`config.mk`:
```
export PLATFORM = sky130hd
export DESIGN_NAME = bmp_slave_streamer
export DESIGN_NICKNAME = d
export VERILOG_FILES = /design/src/rtl/bmp_stream_pkg.sv /design/src/rtl/bmp_sync_fifo.sv /design/src/rtl/bmp_slave_streamer.sv
export SDC_FILE = /design/constraint.sdc
export NUM_CORES = 1
export LEC_CHECK = 0
export BUFFER_PORTS_ARGS = -buffer_cell sky130_fd_sc_hd__buf_2
export CAP_MARGIN = 5
export CORE_UTILIZATION = 54
export CTS_CLUSTER_SIZE = 8
export DETAILED_ROUTE_END_ITERATION = 6
export MAX_ROUTING_LAYER = met4
export PLACE_DENSITY = 0.76
export REMOVE_ABC_BUFFERS = 1
export SLEW_MARGIN = 20
export SYNTH_ARGS = -nofsm -noshare
export SYNTH_HDL_FRONTEND = slang
export SYNTH_SLANG_ARGS = --single-unit
```
`constraint.sdc`:
```
create_clock -name clk -period 4.1 [get_ports clk]
set_input_delay 0.41 -clock clk [delete_from_list [all_inputs] [get_ports clk]]
set_output_delay 0.41 -clock clk [all_outputs]
set_load 0.02 [all_outputs]
```
`src/rtl/bmp_stream_pkg.sv`:
```
// Shared types and defaults for the slave-port frame streamer.
//  - stream_state_e : frame sequencing states
//  - MODE_*         : processing-mode encodings carried on slv_mode. The
//                     streamer does not interpret them.
//  - DEF_*          : default widths/depth used by the streamer
package bmp_stream_pkg;

  typedef enum logic [1:0] {
    IDLE   = 2'd0,
    STREAM = 2'd1,
    DRAIN  = 2'd2,
    DONE   = 2'd3
  } stream_state_e;

  localparam logic [1:0] MODE_0 = 2'd0;
  localparam logic [1:0] MODE_1 = 2'd1;
  localparam logic [1:0] MODE_2 = 2'd2;
  localparam logic [1:0] MODE_3 = 2'd3;

  localparam int DEF_DATA_WIDTH  = 32;
  localparam int DEF_COLOR_WIDTH = 8;
  localparam int DEF_ADDR_WIDTH  = 16;
  localparam int DEF_CNT_WIDTH   = 16;
  localparam int DEF_FIFO_DEPTH  = 4;

endpackage

```
`src/rtl/bmp_sync_fifo.sv`:
```
// Small synchronous FIFO that buffers prefetched pixel words.
// Ports:
//  clk, rst_n  clock, asynchronous active-low reset
//  push        write push_data (ignored when full unless popping in the same cycle)
//  push_data   word to store
//  pop         remove the head word (ignored when empty)
//  pop_data    head word. It reads 0 while the FIFO is empty.
//  full/empty  occupancy flags
//  count       number of stored words, 0..DEPTH
// A push and a pop in the same cycle leave the occupancy unchanged. This also
// holds when the FIFO is full, because the pop frees the slot that is written.
module bmp_sync_fifo #(
  parameter int DATA_WIDTH = 32,
  parameter int DEPTH      = 4
) (
  input  logic                      clk,
  input  logic                      rst_n,
  input  logic                      push,
  input  logic [DATA_WIDTH-1:0]     push_data,
  input  logic                      pop,
  output logic [DATA_WIDTH-1:0]     pop_data,
  output logic                      full,
  output logic                      empty,
  output logic [$clog2(DEPTH):0]    count
);

  localparam int PTR_W = $clog2(DEPTH);

  logic [DATA_WIDTH-1:0] mem [DEPTH];
  logic [PTR_W-1:0]      wr_ptr;
  logic [PTR_W-1:0]      rd_ptr;
  logic [PTR_W:0]        cnt;
  logic                  do_push;
  logic                  do_pop;

  assign empty   = (cnt == '0);
  assign full    = (cnt == (PTR_W+1)'(DEPTH));
  assign do_pop  = pop & ~empty;
  assign do_push = push & (~full | do_pop);
  assign count   = cnt;
  assign pop_data = empty ? '0 : mem[rd_ptr];

  // Storage needs no reset. Nothing is read while the FIFO is empty.
  always_ff @(posedge clk) begin
    if (do_push) mem[wr_ptr] <= push_data;
  end

  always_ff @(posedge clk or negedge rst_n) begin
    if (!rst_n) begin
      wr_ptr <= '0;
      rd_ptr <= '0;
      cnt    <= '0;
    end else begin
      if (do_push) wr_ptr <= wr_ptr + PTR_W'(1);
      if (do_pop)  rd_ptr <= rd_ptr + PTR_W'(1);
      case ({do_push, do_pop})
        2'b10:   cnt <= cnt + (PTR_W+1)'(1);
        2'b01:   cnt <= cnt - (PTR_W+1)'(1);
        default: cnt <= cnt;
      endcase
    end
  end

endmodule

```
`src/rtl/bmp_slave_streamer.sv`:
```
// Frame transmitter for one accelerator slave port. On an accepted start it
// latches the frame configuration. It then reads cfg_num_words words from
// base address upward out of a memory with 1-cycle read latency, and streams
// the words in order on the slv_* interface.
// Ports:
//  clk, rst_n          clock, asynchronous active-low reset
//  start, cfg_*        frame request and configuration, sampled only in IDLE
//  mem_rd_en/mem_addr  read strobe and word address (base + issued, wrapping)
//  mem_rd_data         read data, valid the cycle after mem_rd_en
//  slv_mode/proc_val   latched frame configuration, stable for the frame
//  slv_data/valid/rdy  word stream toward the accelerator
//  busy                high whenever the sequencer is not idle
//  done                one-cycle pulse when the last word has been taken
// Handshake: slv_data_valid is high exactly while a buffered word exists.
// A word is transferred on a rising edge where slv_data_valid and slv_rdy
// are both high. While slv_data_valid is high and slv_rdy is low, slv_data
// does not change.
module bmp_slave_streamer
  import bmp_stream_pkg::*;
#(
  parameter int DATA_WIDTH  = DEF_DATA_WIDTH,
  parameter int COLOR_WIDTH = DEF_COLOR_WIDTH,
  parameter int ADDR_WIDTH  = DEF_ADDR_WIDTH,
  parameter int CNT_WIDTH   = DEF_CNT_WIDTH,
  parameter int FIFO_DEPTH  = DEF_FIFO_DEPTH
) (
  input  logic                   clk,
  input  logic                   rst_n,
  input  logic                   start,
  input  logic [1:0]             cfg_mode,
  input  logic [COLOR_WIDTH-1:0] cfg_proc_val,
  input  logic [ADDR_WIDTH-1:0]  cfg_base_addr,
  input  logic [CNT_WIDTH-1:0]   cfg_num_words,
  output logic                   mem_rd_en,
  output logic [ADDR_WIDTH-1:0]  mem_addr,
  input  logic [DATA_WIDTH-1:0]  mem_rd_data,
  output logic [1:0]             slv_mode,
  output logic [COLOR_WIDTH-1:0] slv_proc_val,
  output logic [DATA_WIDTH-1:0]  slv_data,
  output logic                   slv_data_valid,
  input  logic                   slv_rdy,
  output logic                   busy,
  output logic                   done
);

  localparam int FC_W = $clog2(FIFO_DEPTH) + 1;

  stream_state_e          state;
  stream_state_e          state_nxt;
  logic [1:0]             mode_q;
  logic [COLOR_WIDTH-1:0] proc_val_q;
  logic [ADDR_WIDTH-1:0]  base_q;
  logic [CNT_WIDTH-1:0]   num_q;
  logic [CNT_WIDTH-1:0]   issued;
  logic [CNT_WIDTH-1:0]   sent;
  logic [CNT_WIDTH-1:0]   issued_inc;
  logic [CNT_WIDTH-1:0]   sent_inc;
  logic                   inflight;
  logic                   start_ok;
  logic                   fifo_pop;
  logic                   fifo_full;
  logic                   fifo_empty;
  logic [FC_W-1:0]        fifo_cnt;
  logic [FC_W:0]          credit_used;
  logic [FC_W:0]          credit_lim;
  logic                   unused_full;

  assign start_ok = (state == IDLE) & start;
  assign fifo_pop = ~fifo_empty & slv_rdy;

  // A read is issued only when it has a FIFO slot. Words already buffered or
  // still in flight occupy slots, and a word leaving this cycle frees one.
  // The FIFO therefore cannot overflow, so its full flag is not needed here.
  assign credit_used = {1'b0, fifo_cnt} + {{FC_W{1'b0}}, inflight};
  assign credit_lim  = (FC_W+1)'(FIFO_DEPTH) + {{FC_W{1'b0}}, fifo_pop};
  assign mem_rd_en   = (state == STREAM) & (issued != num_q) &
                       (credit_used < credit_lim);
  assign mem_addr    = base_q + ADDR_WIDTH'(issued);

  assign issued_inc = issued + {{(CNT_WIDTH-1){1'b0}}, mem_rd_en};
  assign sent_inc   = sent + {{(CNT_WIDTH-1){1'b0}}, fifo_pop};

  assign slv_mode       = mode_q;
  assign slv_proc_val   = proc_val_q;
  assign slv_data_valid = ~fifo_empty;
  assign busy           = (state != IDLE);
  assign done           = (state == DONE);
  assign unused_full    = fifo_full;

  // The next state looks at the post-increment counters. This lets DONE
  // follow the cycle of the last transfer directly.
  always_comb begin
    state_nxt = state;
    case (state)
      IDLE:    if (start) state_nxt = (cfg_num_words == '0) ? DONE : STREAM;
      STREAM:  if (issued_inc == num_q) state_nxt = DRAIN;
      DRAIN:   if (sent_inc == num_q) state_nxt = DONE;
      DONE:    state_nxt = IDLE;
      default: state_nxt = IDLE;
    endcase
  end

  always_ff @(posedge clk or negedge rst_n) begin
    if (!rst_n) begin
      state      <= IDLE;
      mode_q     <= '0;
      proc_val_q <= '0;
      base_q     <= '0;
      num_q      <= '0;
      issued     <= '0;
      sent       <= '0;
      inflight   <= 1'b0;
    end else begin
      state    <= state_nxt;
      inflight <= mem_rd_en;
      if (start_ok) begin
        mode_q     <= cfg_mode;
        proc_val_q <= cfg_proc_val;
        base_q     <= cfg_base_addr;
        num_q      <= cfg_num_words;
        issued     <= '0;
        sent       <= '0;
      end else begin
        issued <= issued_inc;
        sent   <= sent_inc;
      end
    end
  end

  // Read data is pushed on the edge that ends the cycle after its strobe.
  bmp_sync_fifo #(
    .DATA_WIDTH (DATA_WIDTH),
    .DEPTH      (FIFO_DEPTH)
  ) u_fifo (
    .clk       (clk),
    .rst_n     (rst_n),
    .push      (inflight),
    .push_data (mem_rd_data),
    .pop       (fifo_pop),
    .pop_data  (slv_data),
    .full      (fifo_full),
    .empty     (fifo_empty),
    .count     (fifo_cnt)
  );

endmodule
```
# Yosys cells after proc, flatten, opt, wreduce, memory -nomap -nowiden
# Memories as Yosys holds them, arrays and structs flattened.
# Index checks and enable logic that the tools add are counted.
dict set report op_classes {
  n_reduce_logical 6
  n_mux 11
  n_lt_le_gt_ge 1
  addsub 9
  n_eq_ne 12
  bitwise 9
}
# cell count
set op_table {}
lappend op_table {{adder 16 x 1 -> 16 bit} 2}
lappend op_table {{== test 16 bit} 2}
lappend op_table {{2-to-1 mux 16 bit} 2}
lappend op_table {{2-to-1 mux 32 bit} 1}
lappend op_table {{adder 16 bit} 1}
lappend op_table {{logical NOT 16 bit} 1}
lappend op_table {{!= test 16 bit} 1}
lappend op_table {{2-to-1 mux 2 bit} 4}
lappend op_table {{case mux 2 bit (4 select lines)} 1}
lappend op_table {{bitwise AND 1 bit} 6}
lappend op_table {{== test 2 bit (second input constant)} 3}
lappend op_table {{case mux 3 bit (2 select lines)} 1}
lappend op_table {{adder 2 x 1 -> 2 bit (second input constant)} 2}
lappend op_table {{adder 3 x 1 -> 4 bit} 1}
lappend op_table {{adder 3 x 1 -> 4 bit (first input constant)} 1}
lappend op_table {{== test 2 x 1 -> 1 bit (second input constant)} 2}
lappend op_table {{< comparator 4 bit} 1}
lappend op_table {{!= test 2 bit (second input constant)} 2}
lappend op_table {{nonzero test 2 bit} 2}
lappend op_table {{adder 3 x 1 -> 3 bit (second input constant)} 1}
lappend op_table {{== test 3 bit (second input constant)} 1}
lappend op_table {{logical NOT 3 bit} 1}
lappend op_table {{AND reduction 3 bit} 1}
lappend op_table {{subtractor 3 x 1 -> 3 bit (second input constant)} 1}
lappend op_table {{other kinds (5)} 7}
dict set report totals {
  inputBits 78
  regBits 84
  word_cells 60
  memories 1
  ramBits 128
  out_inout_bits 62
}
# name depth word_bits read_ports rd_ports_with_merged_regs write_ports line_no
set memory_table {}
lappend memory_table {u_fifo.mem 4 32 1 0 1 bmp_sync_fifo.sv:29} ;# logic [DATA_WIDTH-1:0] mem [DEPTH];

# Logic depth before layout (Yosys ltp)
dict set report logic_depth {
  ltp_word 10
  ltp_mapped 17
  depth_no_buf 16
}

# Modules after synthesis
# Synthesis repeated with hierarchy kept, for this count alone.
dict set report unflattened {
  hier_cells 817
  hier_area_um2 10273.6
}
# module area_per_inst_um2 instances cells_each seq_area_each_um2
set modules_own_cells {}
lappend modules_own_cells {bmp_sync_fifo 5355.1 1 258 4018.9}
lappend modules_own_cells {bmp_slave_streamer 4918.5 1 559 1926.8}

# Least setup slack after synthesis
# No wires, ideal clock.
dict set report synth_path {
  kind {register -> register}
  startpoint {register issued[10]}
  endpoint {register state[0]}
  n_path_buf 0
  arrival_time_ns 3.486
  setup_slack_ns 0.488
  synth_period_minus_slack_ns 3.612
  stages_incl_launch_ff 15
  required_ns 3.974
  setup_ns 0.126
  cell_sequence {dfrtp_1 xnor2_1 nand3_1 or4_1 o31ai_1 a21oi_1 o31a_1 ha_1 nand2_1 xor2_1 xnor2_1 or4_1 nor4_1 a41oi_1 o32a_1}
}
dict set report synth_via {
  elab_chain_len 7
}
# item line_no
set synth_lines {}
lappend synth_lines {{start, declared} bmp_slave_streamer.sv:54} ;# logic [CNT_WIDTH-1:0] issued;
lappend synth_lines {{start signal, assigned} bmp_slave_streamer.sv:124} ;# issued <= issued_inc;
lappend synth_lines {{!= test 16 bit} bmp_slave_streamer.sv:76} ;# assign mem_rd_en = (state == STREAM) & (issued != num_q) &
lappend synth_lines {{bitwise AND 1 bit (2 in series)} bmp_slave_streamer.sv:76}
lappend synth_lines {{via mem_rd_en} bmp_slave_streamer.sv:34} ;# output logic mem_rd_en,
lappend synth_lines {{adder 16 x 1 -> 16 bit} bmp_slave_streamer.sv:80} ;# assign issued_inc = issued + {{(CNT_WIDTH-1){1'b0}}, mem_rd_en};
lappend synth_lines {{== test 16 bit} bmp_slave_streamer.sv:96} ;# STREAM: if (issued_inc == num_q) state_nxt = DRAIN;
lappend synth_lines {{!= test 2 x 1 -> 1 bit (no line)} n/a}
lappend synth_lines {{AND reduction 3 bit (no line)} n/a}
lappend synth_lines {{end signal, assigned} bmp_slave_streamer.sv:114} ;# state <= state_nxt;
lappend synth_lines {{end, declared} bmp_slave_streamer.sv:48} ;# stream_state_e state;
# The timed path passes the listed nets, and every way through them passes these cells.
# A chain may end at the register's enable or synchronous reset.

# Worst setup path in the final report
dict set report layout_path {
  startpoint {register num_q[11]}
  endpoint {register state[1]}
}
dict set report layout_via {
  elab_chain_len 7
  word_cells_on_any_way 9
  classes_between {add/sub: 1; eq/ne: 5; bitwise: 2; reduce/logical: 1}
}
# item line_no
set layout_lines {}
lappend layout_lines {{start, declared} bmp_slave_streamer.sv:53} ;# logic [CNT_WIDTH-1:0] num_q;
lappend layout_lines {{start signal, assigned} bmp_slave_streamer.sv:120} ;# num_q <= cfg_num_words;
lappend layout_lines {{!= test 16 bit} bmp_slave_streamer.sv:76}
lappend layout_lines {{bitwise AND 1 bit (2 in series)} bmp_slave_streamer.sv:76}
lappend layout_lines {{adder 16 x 1 -> 16 bit} bmp_slave_streamer.sv:80}
lappend layout_lines {{== test 16 bit} bmp_slave_streamer.sv:96}
lappend layout_lines {{!= test 2 x 1 -> 1 bit (no line)} n/a}
lappend layout_lines {{AND reduction 3 bit (no line) (*)} n/a}
# Mark *: on every way between the ends. The rest lies on a longest branch, timed or not.

==> Implementation_results.wiki <==
{| class="wikitable"
! Metric !! Value
|-
| Status || finished, violations left
|-
| Failing checks || design-rule violations
|-
| Post-synthesis sequential element count || 212
|-
| Post-synth top area share || 38.0%
|-
| Setup slack at placement || 0.0934 ns
|-
| CTS H-Tree Depth || 1
|-
| CORE AREA || 18100 um2
|-
| Gpl congestion || 0.927
|-
| CP required || 4.55 ns
|-
| HPWL Detailed || 14.2 mm
|-
| First-pass GRT wire length || 34.1 mm
|-
| FFs w/ async S/R, synth || 39.6%
|-
| Max Fclk || 0.255 GHz
|-
| Number of global-route vias before repair || 6972
|-
| Cell accounting for the most synthesized area || sky130_fd_sc_hd__edfxtp_1
|-
| TritonCTS clock tree || built
|-
| Sequence of cells on the critical path || xnor2_1 > nand4b_1 > or4_1 > o31ai_1 > a21oi_1 > o31a_1 > ha_1 > nand2_1 > xor2_2 > xnor2_1 > or4_1 > nor4_4 > a41oi_1 > a21oi_2 > mux2i_1
|-
| Clock edge transition at the registers on the reported setup and hold paths || 0.05 ns
|-
| Arr. time, crit path || 4.37 ns
|-
| Post-synthesis to final-layout area growth || 19.1%
|-
| Number of synthesized flops with an enable pin || 128
|-
| Smallest setup slack after layout || 0.179 ns
|-
| Total number of vias || 6742
|-
| Critical Path Sink Type || flip-flop
|-
| Clock Root Buffer || sky130_fd_sc_hd__clkbuf_16
|-
| Sequential cell area || 5950 um2
|-
| CTS buffer count || 30
|-
| Worst clock skew || 0.00667 ns
|-
| Net total in the final layout || 1083
|-
| Final routed wirelength across all metal layers || 20.9 mm
|-
| Leading register cell type out of synthesis || sky130_fd_sc_hd__edfxtp_1
|-
| CP max FO || 4
|-
| Synthesized area per cell || 12.4 um2
|-
| Width of the die || 139 um
|-
| Static Leakage || 5.05 nW
|-
| Cell Area, Synth || 10100 um2
|-
| Area share of and/or/nand/nor cells after synthesis || 15.6%
|-
| Largest net degree at the start of global routing || 63
|-
| Via density || 5.52
|-
| Height of the die || 139 um
|-
| Synth Area in Adders || 4.23%
|-
| Max clock buf depth || 3
|-
| Max-capacitance violation count || 0
|-
| Total congestion overflow || 0
|-
| Final Slew Violations || 0
|-
| Initial antenna violation count || 0
|-
| Worst Hold Class || input pin to flip-flop
|-
| Period minus WS final || 3.92 ns
|-
| Final critical-path share of the clock period || 95.6%
|-
| Multiplexer share of the synthesized area || 7.44%
|-
| Worst slew pin tran || 0.847 ns
|-
| Main combinational cell family by area after synthesis || simple AND/OR/NAND/NOR gates
|-
| Crit path largest cell delay || 0.56 ns
|-
| Complex-gate fraction of the synthesized area || 4.56%
|-
| Area of all placed cells without fillers || 12100 um2
|-
| Number of nets still failing antenna checks after routing || 0
|-
| Xor and xnor fraction of the mapped netlist area || 7.06%
|-
| Post-detailed-route DRC marker count || 20
|-
| Starting DRC count in detailed routing || 430
|-
| Power Density || 710 nW/um2
|-
| Die ar. || 19300 um2
|-
| Cells after Synth || 814
|-
| Starting density of the core || 55.8%
|-
| Yosys warns || 0
|-
| Top cells by area in the synthesized netlist || sky130_fd_sc_hd__edfxtp_1 38%, sky130_fd_sc_hd__dfrtp_1 21%, sky130_fd_sc_hd__mux4_2 7.1%
|-
| Number of fillers in the final layout || 1368
|-
| Fraction of final layout cells sized beyond drive strength 1 || 24.5%
|-
| Iteration count of the initial detailed-routing pass || 7
|-
| Quantity of I/O buffers inserted on ports || 139
|-
| Total Routing Usage GR || 23.1%
|-
| Post-synthesis sequential area ratio || 58.7%
|-
| Wirelength per Cell || 17.1 um
|-
| IR Drop Worst-Case VDD || 0.480 mV
|-
| Number of distinct library cell variants in the gate-level netlist after synthesis || 60
|-
| Standard cell with the maximum stage delay on the critical path || sky130_fd_sc_hd__or4_1
|-
| Worst setup path class || flip-flop to flip-flop
|-
| Latest clock arrival within the worst-skew pair || 0.52 ns
|-
| Clk sink count || 212
|-
| Final Hold Violating Endpoints || 0
|-
| Final number of setup-violating endpoints || 0
|-
| I/O pin count || 140
|-
| Nature of the critical path startpoint || flip-flop
|-
| Slew Limit Headroom || 43.5%
|-
| Placed inst area || 11100 um2
|-
| Area of the multi-input gates || 3970 um2
|-
| Number of placement rows || 49
|}
-- registers in the layout (all words and copies together) (netlist names), 3 cells and up --
signal,count
u_fifo.mem,128
slv_proc_val,8
num_q,16
u_fifo.count,3
base_q,16
sent,16
issued,16
-- layout make-up --
| cell class | instances | area share, % |
|---|---|---|
| flip-flops and latches | 212 | 49.3 |
| multi-input cells | 540 | 32.9 |
| repair buffers | 162 | 7.24 |
| clock buffers | 50 | 7.02 |
| well taps | 229 | 2.38 |
| inverters | 26 | 0.809 |
| clock inverters | 1 | 0.249 |
| diodes | 2 | 0.0415 |
-- per-layer routing --
metal  GRT usage (%)  part of all wire, %  up-vias
met5               -                    0        -
met4            7.54                  2.3        0
met3            4.07                  6.2       48
met2            38.2                   48      221
met1            28.9                   43     3245
li1                -                    -     3228
-- repair_timing --
| item | 4_1_cts | 5_1_grt |
|---|---|---|
| endpoints found under the setup margin | 0 | 2 |
| hold buffers | 1 | 0 |
| gates resized for setup | 0 | 5 |
| hold endpoints to repair | 8 | 0 |
| buffers inserted | 0 | 0 |
-- synth_stat cells (7+ instances only) --
master and instances:
sky130_fd_sc_hd__nand2_1 141, sky130_fd_sc_hd__nand3_1 20, sky130_fd_sc_hd__o21ai_0 18, sky130_fd_sc_hd__dfrtp_1 84
sky130_fd_sc_hd__clkbuf_1 23, sky130_fd_sc_hd__and2_1 42, sky130_fd_sc_hd__nor2_1 38, sky130_fd_sc_hd__inv_1 26
sky130_fd_sc_hd__mux4_2 32, sky130_fd_sc_hd__ha_1 31, sky130_fd_sc_hd__a21oi_1 21, sky130_fd_sc_hd__nor4_1 12
sky130_fd_sc_hd__nand2b_1 8, sky130_fd_sc_hd__buf_1 7, sky130_fd_sc_hd__xor2_1 36, sky130_fd_sc_hd__xnor2_1 43
sky130_fd_sc_hd__nor2b_1 7, sky130_fd_sc_hd__nand4_1 10, sky130_fd_sc_hd__edfxtp_1 128, sky130_fd_sc_hd__nor3_1 17
-- stage by stage --
stage / setup TNS, ns / instances / util (%) / hold WS, ns / power [mW]
global route: -0.00556 / 1220 / 66.4 / 0.0645 / 9.06
finish: 0 / 1222 / 66.5 / 0.0736 / 8.57
detailed placement: 0 / 1168 / 61.3 / 0.458 / 6.32
global placement: 0 / 1168 / 61.3 / 0.457 / 6.27
CTS: 0 / 1220 / 66.2 / 0.0505 / 8.62
floorplan: 0 / 778 / - / 0.114 / 5.29
-- layout by cell type, fill, tap and decap left out, types with 3 or more instances in the layout --
| cell | instances |
|---|---|
| sky130_fd_sc_hd__buf_4 | 23 |
| sky130_fd_sc_hd__dfrtp_1 | 82 |
| sky130_fd_sc_hd__nand3_1 | 20 |
| sky130_fd_sc_hd__clkbuf_16 | 31 |
| sky130_fd_sc_hd__and2_1 | 41 |
| sky130_fd_sc_hd__edfxtp_1 | 128 |
| sky130_fd_sc_hd__o21a_1 | 3 |
| sky130_fd_sc_hd__nor3b_1 | 3 |
| sky130_fd_sc_hd__o2111ai_1 | 3 |
| sky130_fd_sc_hd__nand2_1 | 141 |
| sky130_fd_sc_hd__or3_1 | 4 |
| sky130_fd_sc_hd__and3_1 | 5 |
| sky130_fd_sc_hd__inv_1 | 26 |
| sky130_fd_sc_hd__mux4_2 | 32 |
| sky130_fd_sc_hd__ha_1 | 31 |
| sky130_fd_sc_hd__xor2_1 | 35 |
| sky130_fd_sc_hd__nor2_1 | 38 |
| sky130_fd_sc_hd__nor3_1 | 16 |
| sky130_fd_sc_hd__nor2b_1 | 7 |
| sky130_fd_sc_hd__o21ai_0 | 18 |
| sky130_fd_sc_hd__a31o_2 | 3 |
| sky130_fd_sc_hd__a21oi_1 | 21 |
| sky130_fd_sc_hd__or4_1 | 4 |
| sky130_fd_sc_hd__nand2b_1 | 8 |
| sky130_fd_sc_hd__nand4_1 | 10 |
| sky130_fd_sc_hd__clkbuf_1 | 19 |
| sky130_fd_sc_hd__buf_2 | 138 |
| sky130_fd_sc_hd__nor4_1 | 11 |
| sky130_fd_sc_hd__xnor2_1 | 42 |
-- worst max-delay path, delay by kind of cell, from the launching register on --
| family | cells | cell delay (ns) |
|---|---|---|
| flip-flops | 1 | 0.41 |
| adder cells (fa/ha/maj) | 1 | 0.23 |
| multiplexers | 1 | 0.19 |
| XOR/XNOR | 3 | 0.58 |
| AO/OA/AOI/OAI | 5 | 0.85 |
| AND/OR/NAND/NOR | 5 | 1.58 |
-- path summary, 6_finish.rpt --
check	start	endpoint	slack [ns]	cells after the start
worst max-delay path	num_q[11]$_DFFE_PN0P_	state[1]$_DFFE_PN0P_	0.18	15
worst min-delay path	cfg_proc_val[3]	slv_proc_val[3]$_DFFE_PN0P_	0.07	3
worst max register to register	num_q[11]$_DFFE_PN0P_	state[1]$_DFFE_PN0P_	0.18	15
worst min register to register	slv_mode[0]$_DFFE_PN0P_	slv_mode[0]$_DFFE_PN0P_	0.46	2
max in group asynchronous	rst_n	base_q[8]$_DFFE_PN0P_	2.72	3
min in group asynchronous	rst_n	num_q[15]$_DFFE_PN0P_	0.50	2
-- cells by family after synthesis --
kind of cell	count (synthesis)
xor+xnor	80
buf+inv	62
flops	212
simple gates	322
fa+ha+maj	33
compound gates	70
mux	35
-- power breakdown --
group	internal (mW)	switching (mW)	total, mW
sequential	2.71	0.421	3.13
combinational	1.38	1.78	3.16
clock	1.44	0.834	2.27
Power figures use the tool's default switching activity.
